===== src/rtl/mode_shift_reg.sv =====
// mode_shift_reg: multi-mode shift register with parallel load, serial-in
// word assembly (S2P) and flow-controlled serial-out emission (P2S).
//
// Ports:
//   clk         rising-edge clock
//   reset_n     synchronous active-low reset
//   mode[1:0]   00 hold, 01 parallel load, 10 serial-in, 11 serial-out
//   din         parallel load data
//   sin         serial input bit, qualified by sin_valid
//   sout_ready  downstream accepts sout this cycle
//   q           register contents
//   sout        serial output bit (output end of q)
//   sout_valid  sout carries a bit waiting to be accepted
//   word_valid  one-cycle pulse: q holds a freshly completed S2P word
//   done        one-cycle pulse: last P2S bit was accepted
//   busy        S2P word partially assembled, or P2S bits still pending
module mode_shift_reg #(
  parameter int WIDTH     = 8,
  parameter bit MSB_FIRST = 1'b1
) (
  input  logic             clk,
  input  logic             reset_n,
  input  logic [1:0]       mode,
  input  logic [WIDTH-1:0] din,
  input  logic             sin,
  input  logic             sin_valid,
  input  logic             sout_ready,
  output logic [WIDTH-1:0] q,
  output logic             sout,
  output logic             sout_valid,
  output logic             word_valid,
  output logic             done,
  output logic             busy
);

  localparam int CW = $clog2(WIDTH + 1);

  localparam logic [1:0] MODE_HOLD = 2'b00;
  localparam logic [1:0] MODE_LOAD = 2'b01;
  localparam logic [1:0] MODE_S2P  = 2'b10;
  localparam logic [1:0] MODE_P2S  = 2'b11;

  localparam logic [CW-1:0] CNT_ZERO = {CW{1'b0}};
  localparam logic [CW-1:0] CNT_ONE  = CW'(1);
  localparam logic [CW-1:0] CNT_LAST = CW'(WIDTH - 1);
  localparam logic [CW-1:0] CNT_FULL = CW'(WIDTH);

  logic [WIDTH-1:0] q_r, q_nxt_s;
  logic [CW-1:0]    in_cnt, in_cnt_nxt_s;
  logic [CW-1:0]    rem, rem_nxt_s;
  logic             word_valid_r, word_valid_nxt_s;
  logic             done_r, done_nxt_s;
  logic             in_s2p_r;          // mode was 10 on the previous edge
  logic [WIDTH-1:0] shift_in_s;
  logic [WIDTH-1:0] shift_out_s;
  logic             sout_valid_s;
  logic             xfer_s;
  logic [CW-1:0]    in_cnt_idle_s;

  // Shifted candidates for both directions; the output end is the bit sout shows.
  assign shift_in_s  = MSB_FIRST ? {q_r[WIDTH-2:0], sin}  : {sin, q_r[WIDTH-1:1]};
  assign shift_out_s = MSB_FIRST ? {q_r[WIDTH-2:0], 1'b0} : {1'b0, q_r[WIDTH-1:1]};

  assign sout_valid_s = (mode == MODE_P2S) && (rem != CNT_ZERO);
  assign xfer_s       = sout_valid_s && sout_ready;

  // Dropping out of S2P abandons a partial word (bits stay in q); otherwise hold.
  assign in_cnt_idle_s = in_s2p_r ? CNT_ZERO : in_cnt;

  // Next-state selection for the data register, counters and event pulses.
  always_comb begin
    q_nxt_s          = q_r;
    in_cnt_nxt_s     = in_cnt;
    rem_nxt_s        = rem;
    word_valid_nxt_s = 1'b0;
    done_nxt_s       = 1'b0;
    case (mode)
      MODE_HOLD: begin
        in_cnt_nxt_s = in_cnt_idle_s;
      end
      MODE_LOAD: begin
        q_nxt_s      = din;
        in_cnt_nxt_s = CNT_ZERO;
        rem_nxt_s    = CNT_FULL;
      end
      MODE_S2P: begin
        // Entering S2P throws away any paused P2S emission.
        if (!in_s2p_r) begin
          rem_nxt_s = CNT_ZERO;
        end else begin
          rem_nxt_s = rem;
        end
        if (sin_valid) begin
          q_nxt_s = shift_in_s;
          if (in_cnt == CNT_LAST) begin
            // Word complete: arm it for emission and flag it next cycle.
            in_cnt_nxt_s     = CNT_ZERO;
            rem_nxt_s        = CNT_FULL;
            word_valid_nxt_s = 1'b1;
          end else begin
            in_cnt_nxt_s = in_cnt + CNT_ONE;
          end
        end else begin
          q_nxt_s      = q_r;
          in_cnt_nxt_s = in_cnt;
        end
      end
      MODE_P2S: begin
        in_cnt_nxt_s = in_cnt_idle_s;
        if (xfer_s) begin
          q_nxt_s    = shift_out_s;
          rem_nxt_s  = rem - CNT_ONE;
          done_nxt_s = (rem == CNT_ONE);
        end else begin
          q_nxt_s   = q_r;
          rem_nxt_s = rem;
        end
      end
      default: begin
        q_nxt_s      = q_r;
        in_cnt_nxt_s = in_cnt;
        rem_nxt_s    = rem;
      end
    endcase
  end

  // State registers with synchronous active-low reset overriding every mode.
  always_ff @(posedge clk) begin
    if (!reset_n) begin
      q_r          <= {WIDTH{1'b0}};
      in_cnt       <= CNT_ZERO;
      rem          <= CNT_ZERO;
      word_valid_r <= 1'b0;
      done_r       <= 1'b0;
      in_s2p_r     <= 1'b0;
    end else begin
      q_r          <= q_nxt_s;
      in_cnt       <= in_cnt_nxt_s;
      rem          <= rem_nxt_s;
      word_valid_r <= word_valid_nxt_s;
      done_r       <= done_nxt_s;
      in_s2p_r     <= (mode == MODE_S2P);
    end
  end

  assign q          = q_r;
  assign sout       = MSB_FIRST ? q_r[WIDTH-1] : q_r[0];
  assign sout_valid = sout_valid_s;
  assign word_valid = word_valid_r;
  assign done       = done_r;
  assign busy       = (in_cnt != CNT_ZERO) || (rem != CNT_ZERO);

endmodule

===== config.mk =====
export PLATFORM = sky130hd
export DESIGN_NAME = mode_shift_reg
export DESIGN_NICKNAME = d
export VERILOG_FILES = /design/src/rtl/mode_shift_reg.sv
export SDC_FILE = /design/constraint.sdc
export NUM_CORES = 1
export LEC_CHECK = 0
export BUFFER_PORTS_ARGS = -buffer_cell sky130_fd_sc_hd__buf_2
export CELL_PAD_IN_SITES_DETAIL_PLACEMENT = 0
export CELL_PAD_IN_SITES_GLOBAL_PLACEMENT = 1
export CORE_ASPECT_RATIO = 1.25
export CORE_MARGIN = 8
export CORE_UTILIZATION = 37
export DETAILED_ROUTE_END_ITERATION = 10
export GPL_ROUTABILITY_DRIVEN = 1
export GPL_TIMING_DRIVEN = 0
export PLACE_DENSITY_LB_ADDON = 0.1
export SETUP_SLACK_MARGIN = 0.05
export SLEW_MARGIN = 25
export SYNTH_ARGS = -nofsm -noshare
export SYNTH_HDL_FRONTEND = slang
export SYNTH_SLANG_ARGS = --single-unit

===== constraint.sdc =====
create_clock -name clk -period 2.1 [get_ports clk]
set_input_delay 0.42 -clock clk [delete_from_list [all_inputs] [get_ports clk]]
set_output_delay 0.42 -clock clk [all_outputs]
set_load 0.02 [all_outputs]

Word-level counts from Yosys, hierarchy flattened

Cells that the tools add are included.
W data, S select, Z words.

Register bits after elaboration: 19
Output and inout port bits: 13
Word-level logic and storage cells: 42

Add/subtract/negate cells: 2
Equal/unequal tests: 8
Muxes and demuxes: 13
Reductions and logical operators: 13

Operators with widths:

| cell                  | number |
|---|---|
| $mux W4               | 7 |
| $pmux W4 S3           | 2 |
| $pmux W8 S3           | 1 |
| $mux W8               | 2 |
| $reduce_and A3 Y1     | 3 |
| $reduce_bool A4 Y1    | 2 |
| $add A4 B1 Y4 const B | 1 |
| $eq A2 B2 Y1 const B  | 2 |
| $eq A4 B1 Y1 const B  | 1 |
| $eq A4 B3 Y1 const B  | 1 |
| $ne A2 B2 Y1 const B  | 2 |
| $reduce_and A2 Y1     | 2 |
| $sub A4 B1 Y4 const B | 1 |
| $reduce_bool A3 Y1    | 1 |
| $eq A2 B1 Y1 const B  | 1 |
| $logic_and A1 B1 Y1   | 2 |
| $logic_not A2 Y1      | 1 |
| $ne A2 B1 Y1 const B  | 1 |
| $reduce_or A2 Y1      | 1 |
| $logic_or A1 B1 Y1    | 1 |
| $mux W1               | 1 |

Depth between registers and ports, before layout

Depth after elaboration: 5
Gate-level depth with buffers: 7
Depth with buffers taken out: 6

Worst setup path after synthesis

Ideal clock, no wire load.

Kind: reg2reg
Start: reg rem[0]
End: reg q_r[4], in the netlist q[4]
Setup time: 0.088 ns
Data arrival time: 1.756 ns
Required time: 2.012 ns
Setup slack: 0.256 ns
Cell stages (with the launch flop): 8
Path through: dfxtp_1 -> inv_1 -> ha_1 -> and4bb_4 -> a2111oi_4 -> buf_6 -> nor2_2 -> a311oi_2

Longest elaborated chain between the ends: 5

Ends and longest elaborated chain:

| element                            | line | RTL |
|---|---|---|
| start, declared                    | 50   | `logic [CW-1:0] rem, rem_nxt_s;` |
| start signal, assigned             | 139  | `rem <= rem_nxt_s;` |
| $reduce_bool A4 Y1                 | 64   | `assign sout_valid_s = (mode == MODE_P2S) && (rem != CNT_ZERO);` |
| $logic_and A1 B1 Y1                | 64   |  |
| $logic_and A1 B1 Y1                | 65   | `assign xfer_s = sout_valid_s && sout_ready;` |
| $ne A2 B2 Y1 (no source line)      | -    |  |
| $reduce_and A3 Y1 (no source line) | -    |  |
| end signal, assigned               | 130  | `q_r <= {WIDTH{1'b0}};` |
| end signal, assigned               | 137  | `q_r <= q_nxt_s;` |
| end, declared                      | 48   | `logic [WIDTH-1:0] q_r, q_nxt_s;` |

No other way between the ends.
A chain may end at the register's enable or synchronous reset.

Worst setup path after layout

Start: reg rem[0]
End: reg rem[2]

Longest elaborated chain between the ends: 5
Elaborated cells on any way between the ends: 8

Ends and longest elaborated chain:

| element |
|---|
| branches (longest 5 deep; another with $sub A4 B1 Y4) |

Several ways; the timed one is not identified. The select of a mux whose other input is x is not followed.

==> run summary <==
Status: completed
Fin util: 0.4706
TritonRoute pass-1 iters: 4
Synth cell types: 33
# H-tree levels: 1
Min Hold Slack: 0.3680 ns
Slew headroom: 0.5796
Commonest cells after routing, fill and taps aside: buf_2, dfxtp_1, nor2_1
Worst R2R Path Depth: 6
WS Path Type: flop to flop
Layout cells sized above 1: 0.2563
Initial antenna violation count: 0
Fin cells: 194
Mux cell area share after synthesis: 0
Cells after Synth: 129
Max-slew violations: 0
Core box area: 0.002706 mm²
Worst Setup Start Kind: flop
Hold WC Path Type: input pin to flop
Worst Tran Pin Value: 0.6258 ns
CTS Hold Bufs: 0
Cell-internal power: 0.5380 mW
# rows: 21
Area Overhead vs Synth: 20.47%
CTS tree: yes
Net Sw Power: 0.2655 mW
Nets: 184
Cts bufs inserted: 3
Warnings, synthesis: 0
Largest cells by area after synthesis: dfxtp_1, ha_1, o21ai_0
Antenna Nets Post-Route: 0
Setup TNS: 0 ns
Estimated wirelength of the detail-placed design: 2249 µm
CP Capture Type: flop
Via density: 5.428
IO Pins: 28
Drt wl/cell: 14.55 µm
Synth Area in XOR/XNOR: 0
Reg power frac: 0.504
Drt initial violations: 41
Main synth FF type: dfxtp_1
Simple-Gate Fraction of Synth Area: 0.2225
Worst Path Arrival: 2.15 ns
Gpl congestion: 0.7279
Clk buf depth: 2
WHS Path Cells: 3
Clock network power share: 0.236
Adder-Cell Fraction of Synth Area: 0.09467
Main combinational cell family by area after synthesis: compound AO/OA/AOI/OAI gates
Pleak: 0.5553 nW
CTS root buffer: clkbuf_4
Drt total wl: 2823 µm
Die Area: 0.004835 mm²
Initial core utilization: 0.3907
RSZ-0062 raised after global routing: no
N_diodes: 0
Synth Area in Compound Gates: 0.2592
Max cap viols: 0
Max FO, Critical Path: 5
PD cells: 630.9 mW/mm²
Largest net degree at the start of global routing: 12
Final global-route overflow total: 0
Mean area per synthesized cell: 8.196 µm²
Final Hold Vio Count: 0
Cell taking the most area after synthesis: dfxtp_1
Placed instance count: 189
Critical Path RT: 2.29 ns
Mapped Area: 0.001057 mm²
First-pass GRT wire length: 4761 µm
Sw Ratio: 0.3304
Most common cell after layout, fill and taps aside: buf_2
Yosys reg bits: 19
Input/output buffers: 26
Clock Skews: 0.009159 ns
Seq/Total Area, Yosys: 0.3598
Die H: 75.77 µm
# setup viols final: 0
GRT Total Usage: 0.1222
Clock latency on the worst-skew pair: 0.30 ns
Post-synth EDFFs: 0
Die width: 63.81 µm
Final worst-path cycle share: 0.9321
Vias in the first global route: 1035
Synth top area share: 0.3598
Post-Syn Nets: 152
Worst-path clk slew: 0.12 ns
DRC viols: 0
FMAX: 510.9 MHz
Clock period minus worst slack: 1.957 ns
Max IR drop VDD: 0.3316 mV
FFs w/ async S/R, synth: 0
Clock tree sinks: 19
Via count: 1053
Gate power share: 0.261
[critical path, cell delays in order, from the launching register on]
cell      delay [ns]
dfxtp_2         0.38
inv_1           0.07
ha_1            0.27
and4bb_4        0.24
nor3_1          0.52
o21a_1          0.27
o21ai_0         0.10
[layout make-up]
type / instances / area, µm²
timing repair buffer: 27 / 137.6
sequential: 19 / 381.6
inverter: 10 / 37.54
tap: 34 / 42.54
multi-input combinational: 95 / 615.6
fill: 297 / 1433
clock buffer: 3 / 22.52
buffer: 5 / 31.28
clock inverter: 1 / 5.005
[kinds of logic after synthesis]
| logic type | Yosys count |
|---|---|
| flip-flops | 19 |
| AO/OA/AOI/OAI | 38 |
| adder cells (fa/ha/maj) | 8 |
| buffers and inverters | 15 |
| AND/OR/NAND/NOR | 49 |
[routing by layer]
| layer | vias up | routed length (µm) | track usage |
|---|---|---|---|
| met4 | 0 | 19 | 0.05211 |
| met2 | 31 | 1427 | 0.2112 |
| met3 | 2 | 114 | 0.02500 |
| met1 | 492 | 1261 | 0.1441 |
| met5 | - | 0 | 0 |
| li1 | 528 | - | - |
[synth_stat cells, drive strengths merged, types with 3 or more instances]
| cell | n |
|---|---|
| o22ai | 3 |
| a21oi | 4 |
| dfxtp | 19 |
| o21ai | 15 |
| ha | 8 |
| inv | 9 |
| nor2 | 17 |
| nand3 | 3 |
| a311oi | 6 |
| clkbuf | 3 |
| nand2 | 14 |
| nor3 | 5 |
[worst paths after layout]
| check | startpoint | endpoint | slack [ns] |
|---|---|---|---|
| worst max-delay path | rem[0] | rem[2] | 0.14 |
| worst min-delay path | din[1] | q[1] | 0.37 |
| worst max register to register | rem[0] | rem[2] | 0.14 |
| worst min register to register | rem[1] | rem[1] | 0.50 |
[state kept, by name, summed over array words and instances, names as in the netlist]
signal,cells
q,8
in_cnt,4
in_s2p_r,1
rem,4
word_valid,1
done,1
[power groups by stage]
stage / Combinational [mW] / Clock [mW] / Sequential [mW]
after global placement: 0.203 / 0 / 0.411
after floorplan: 0.117 / 0 / 0.430
after detailed placement: 0.205 / 0 / 0.413
after global routing: 0.233 / 0.219 / 0.409
after CTS: 0.206 / 0.197 / 0.404
final: 0.209 / 0.190 / 0.405
[metrics by stage]
step                      cell area [µm²]  setup slack [ns]  power (mW)
after floorplan                      1057            0.2559      0.5476
after global placement               1230           0.02122      0.6142
after detailed placement             1230         -0.001353      0.6181
after CTS                            1257           0.07181      0.8074
after global routing                 1274           0.04974      0.8603
final                                1274            0.1426      0.8035
[what timing repair did]
action | CTS | global route
setup endpoints to repair | 3 | 10
endpoints found under the hold margin | 0 | 0
gates resized for setup | 0 | 4
pin swaps | 1 | 1
setup buffers | 0 | 1
No activity file was read; power rests on OpenSTA's default activity.
